`src/rtl/echo_chk_fifo.sv`:
```
// Expected-data FIFO: pointers one bit wider than the address, flags derived
// purely from registered pointers, synchronous clear.
module echo_chk_fifo #(
    parameter int DATA_WIDTH = 8,
    parameter int DEPTH      = 16
) (
    input  logic                        clk,
    input  logic                        rst_n,
    input  logic                        clr,
    input  logic                        push,
    input  logic [DATA_WIDTH-1:0]       push_data,
    input  logic                        pop,
    output logic [DATA_WIDTH-1:0]       head,
    output logic                        full,
    output logic                        empty,
    output logic [$clog2(DEPTH):0]      count
);
    localparam int AW = $clog2(DEPTH);

    logic [DATA_WIDTH-1:0] mem_q [DEPTH];
    logic [AW:0]           wr_ptr_q;
    logic [AW:0]           wr_ptr_d;
    logic [AW:0]           rd_ptr_q;
    logic [AW:0]           rd_ptr_d;
    logic                  do_push;
    logic                  do_pop;

    assign do_push = push && !full;
    assign do_pop  = pop && !empty;

    always_comb begin
        wr_ptr_d = wr_ptr_q;
        rd_ptr_d = rd_ptr_q;
        if (clr) begin
            wr_ptr_d = '0;
            rd_ptr_d = '0;
        end else begin
            if (do_push) wr_ptr_d = wr_ptr_q + (AW+1)'(1);
            if (do_pop)  rd_ptr_d = rd_ptr_q + (AW+1)'(1);
        end
    end

    always_ff @(posedge clk or negedge rst_n) begin
        if (!rst_n) begin
            wr_ptr_q <= '0;
            rd_ptr_q <= '0;
        end else begin
            wr_ptr_q <= wr_ptr_d;
            rd_ptr_q <= rd_ptr_d;
        end
    end

    always_ff @(posedge clk) begin
        if (do_push && !clr) mem_q[wr_ptr_q[AW-1:0]] <= push_data;
    end

    // The comparator needs the head in the same cycle as the echo arrives
    assign head  = mem_q[rd_ptr_q[AW-1:0]];
    assign empty = (wr_ptr_q == rd_ptr_q);
    assign full  = (wr_ptr_q[AW] != rd_ptr_q[AW]) && (wr_ptr_q[AW-1:0] == rd_ptr_q[AW-1:0]);
    assign count = wr_ptr_q - rd_ptr_q;

endmodule

```
`config.mk`:
```
export PLATFORM = sky130hd
export DESIGN_NAME = echo_chk_fifo
export DESIGN_NICKNAME = d
export VERILOG_FILES = /design/src/rtl/echo_chk_fifo.sv
export SDC_FILE = /design/constraint.sdc
export NUM_CORES = 1
export LEC_CHECK = 0
export BUFFER_PORTS_ARGS = -buffer_cell sky130_fd_sc_hd__buf_2
export CAP_MARGIN = 20
export CORE_MARGIN = 2
export CORE_UTILIZATION = 45
export CTS_BUF_LIST = sky130_fd_sc_hd__clkbuf_4 sky130_fd_sc_hd__clkbuf_8
export DETAILED_ROUTE_END_ITERATION = 6
export RECOVER_POWER = 100
export REMOVE_ABC_BUFFERS = 1
export SYNTH_ARGS = -nofsm -noshare
export SYNTH_HDL_FRONTEND = slang
export SYNTH_SLANG_ARGS = --single-unit
```
`constraint.sdc`:
```
create_clock -name clk -period 3.1 [get_ports clk]
set_clock_uncertainty 0.05 [all_clocks]
set_input_delay 0.93 -clock clk [delete_from_list [all_inputs] [get_ports clk]]
set_output_delay 0.93 -clock clk [all_outputs]
set_load 0.01 [all_outputs]
```
==> metrics.md <==
| Metric | Value |
|---|---|
| # rows | 41 |
| Xor and xnor fraction of the mapped netlist area | 0.0198 |
| Worst slack at placement | 0.334 ns |
| Data required time of the worst path | 2.12 ns |
| Antenna violations before repair | 0 |
| RD Place Congestion | 0.802 |
| Multiplexer area fraction after synthesis | 0.141 |
| Critical Path Slowest Stage Cell | sky130_fd_sc_hd__mux4_2 |
| Met3 wire length | 613 um |
| Area of the mapped netlist | 5690 sq um |
| Wire length on met2 | 5.74 mm |
| Number of enable flip-flop cells after synthesis | between 100 and 150 |
| Die ar. | 13600 sq um |
| Post-synthesis share of cell area spent on full adders, half adders and majority gates | 0.0233 |
| Met1 Wirelength | 5.19 mm |
| Share of async-settable or async-resettable flops after synthesis | 0.0725 |
| Count of pins on the block boundary | 28 |
| Remaining global-route overflow | 0 |
| Final count of negative-setup-slack endpoints | 0 |
| Ordered list of cells on the worst path | buf_12 -> buf_6 -> clkbuf_16 -> mux4_2 -> mux2i_1 -> o21ai_1 -> buf_2 |
| Final Net Count | 409 |
| Count of final hold-check violations | 0 |
| Distinct cell type count after synthesis | 33 |
| Clock slew at the register clock pins of the worst setup and hold paths | 0.07 ns |
| Sequential element share of the synthesized area | 0.719 |
| Number of vias per cell | 5.33 |
| Die extent in y | 116 um |
| Post-DR wirelength/cell | 20.5 um |
| Number of buffers added by the clock tree synthesis step | 17 |
| Global-route wire length before repair | around 18 mm |
| Final period util | 0.995 |
| Drt total wl | 11.7 mm |
| Min cycle time layout | 3.08 ns |
| DR vias | 3046 |
| Area fraction in compound gates after synthesis | 0.0420 |
| Highest metal layer with signal wires | met4 |
| Largest net degree at the start of global routing | 22 |
| Mean cell area of the mapped netlist | 18.1 sq um |
| Worst min-delay path class | in -> async |
| Max Clk Rate | between 300 and 400 MHz |
| Most frequent cell after synthesis | sky130_fd_sc_hd__edfxtp_1 |
| Dominant register cell in the synthesized netlist | sky130_fd_sc_hd__edfxtp_1 |
| Count of H-tree levels built during CTS | 4 |
| Worst Setup End Kind | primary output |
| Flops & latches, synth | 138 |
| Worst supply voltage drop on vdd | between 300 and 400 uV |
| TritonCTS clock tree | built |
| Dominant cell type by area after synthesis | sky130_fd_sc_hd__edfxtp_1 |
| Starting Density | 0.457 |
| First-pass detailed-route iteration total | 5 |
| Antenna violation net count after detailed routing | 0 |
| Pwr/cell area | about 630 nW/um^2 |
| Count of pins over their slew limit | 0 |
| Count of port buffers added during placement | 27 |
| Yosys synthesis warning count | 0 |
| Maximum count of clock buffers along a single path | 2 |
| Clock root buffer master | sky130_fd_sc_hd__clkbuf_8 |
| Dominant combinational cell family by area after synthesis | multiplexers |
| CP arrival | 2.10 ns |
| Area of the placeable core | 12500 sq um |
| Count of clock tree sinks | around 140 |
| Die Span X | 116 um |
| Synth-to-Final Area Change | 20.0% |
| Area used by multi-input combinational logic | 1560 sq um |
| Critical path launch point type | flip-flop |
| Filler cells | 980 |
| Fraction of final layout cells with drive strength greater than 1 | 0.331 |
| Fraction of synthesized cell area taken by the top area cell type | 0.675 |
| Final critical-path setup slack | 0.0155 ns |
| Overall track demand over capacity in global routing | 0.186 |
| Cell count after synthesis | 315 |
| Leakage power summed over all cells | approximately 2.3 nW |
| Category of the most critical setup path | reg -> out |
| Max_slew headroom | 0.518 |
| Utilization of the core after routing | 0.548 |
| Register Area | 4100 sq um |
| Synth top area cells | sky130_fd_sc_hd__edfxtp_1, sky130_fd_sc_hd__mux4_2, sky130_fd_sc_hd__mux2i_1, sky130_fd_sc_hd__dfrtp_1, sky130_fd_sc_hd__ha_1 |
| Via count of the first global-routing pass | 3026 |
| Worst path max stage delay | about 0.50 ns |
| Result of the run | finished clean |
| Total DRC errors in the routed layout | 0 |
| Source-to-sink clock delay at the later pin of the worst-skew pair | 0.44 ns |
| Inserted Diodes | 0 |
| Slew @ Worst Pin | 0.722 ns |
| Setup repair after global routing missed its margin | yes |
| Initial DRC Count | between 150 and 200 |
| Top cell types by occurrence after synthesis | sky130_fd_sc_hd__edfxtp_1, sky130_fd_sc_hd__mux2i_1, sky130_fd_sc_hd__mux4_2 |
| Maxcap violations | 0 |
| Area share of and/or/nand/nor cells after synthesis | 0.0338 |
| Detailed placer's ending HPWL | 7.36 mm |
| Biggest fanout along the worst timing path | 6 |
## layer usage
metal  vias to the layer above  global-route usage
li1                       1392                   -
met1                      1551               0.257
met5                         -                   0
met2                        90               0.291
met3                        13              0.0415
met4                         0              0.0738
## flip-flops by register name, indices dropped and copies added, names as in the netlist
name,flops
mem_q,128
wr_ptr_q,5
rd_ptr_q,5
## cell usage in the layout, fill, tap and decap left out, types with 8 or more instances in the layout
cell / instances
sky130_fd_sc_hd__buf_2: 18
sky130_fd_sc_hd__xnor2_1: 8
sky130_fd_sc_hd__dfrtp_1: 8
sky130_fd_sc_hd__o21ai_1: 11
sky130_fd_sc_hd__buf_4: 32
sky130_fd_sc_hd__nor2_1: 23
sky130_fd_sc_hd__edfxtp_1: 128
sky130_fd_sc_hd__clkbuf_1: 10
sky130_fd_sc_hd__mux2i_1: 25
sky130_fd_sc_hd__mux4_2: 24
sky130_fd_sc_hd__clkbuf_8: 17
## kinds of logic (layout without fill, tap and decap cells)
group                      Yosys count  in the layout
AOI/OAI and AO/OA                   38             38
xor gates and xnor gates            12             12
adders and majority gates           10             10
buffers and inverters               24            108
DFF                                138            138
muxes                               50             50
and+or+nand+nor                     43             43
## per-stage QoR
step                      std cells  setup TNS, ns  instance area [sq um]  hold WS, ns  power (mW)
after global placement          527              0                   6180        0.561        2.70
after floorplan                 299         -88.69                   5600        0.546        2.51
after global routing            571         -0.306                   6830        0.437        4.48
final                           571              0                   6830        0.402        4.31
after detailed placement        527              0                   6180        0.592        2.71
after CTS                       561         -0.241                   6650        0.274        4.23
## cell type report
class                      count  share of cell area
sequential                   138               0.599
clock inverter                15              0.0256
multi-input combinational    153               0.228
inverter                       8             0.00439
tap                          172              0.0315
clock buffer                  17              0.0342
timing repair buffer          68              0.0767
## worst max-delay path: cells and delay by family, from the launching register on
kind | cells | cell delay (ns)
AO/OA/AOI/OAI | 1 | 0.10
flip-flops | 1 | 0.38
multiplexers | 2 | 0.64
buffers and inverters | 4 | 0.54
## repair_timing
item | CTS | global route
gates cloned | 0 | 2
pin swaps | 0 | 5
gates resized for setup | 14 | 27
setup endpoints to repair | 9 | 12
hold buffers | 0 | 0
setup buffers | 2 | 8
## final timing paths
kind / from / to / slack (ns) / depth (start not counted)
min reg2reg: wr_ptr_q[4] / wr_ptr_q[4] / 0.60 / 2
min in group clk: wr_ptr_q[4] / wr_ptr_q[4] / 0.60 / 2
max: rd_ptr_q[0] / head[7] / 0.02 / 7
max in group asynchronous: rst_n / rd_ptr_q[0] / 2.19 / 1
max reg2reg: rd_ptr_q[3] / mem_q[0][2] / 0.34 / 8
min: rst_n / rd_ptr_q[4] / 0.40 / 1
## report_power, final
part	leakage, nW	total [mW]	internal (mW)	switching, mW
clock	0.201	1.49	0.795	0.694
combinational	0.787	0.754	0.393	0.361
sequential	1.29	2.07	2.05	0.0134
total	2.28	4.31	3.24	1.07
No activity file was read; power rests on OpenSTA's default activity.
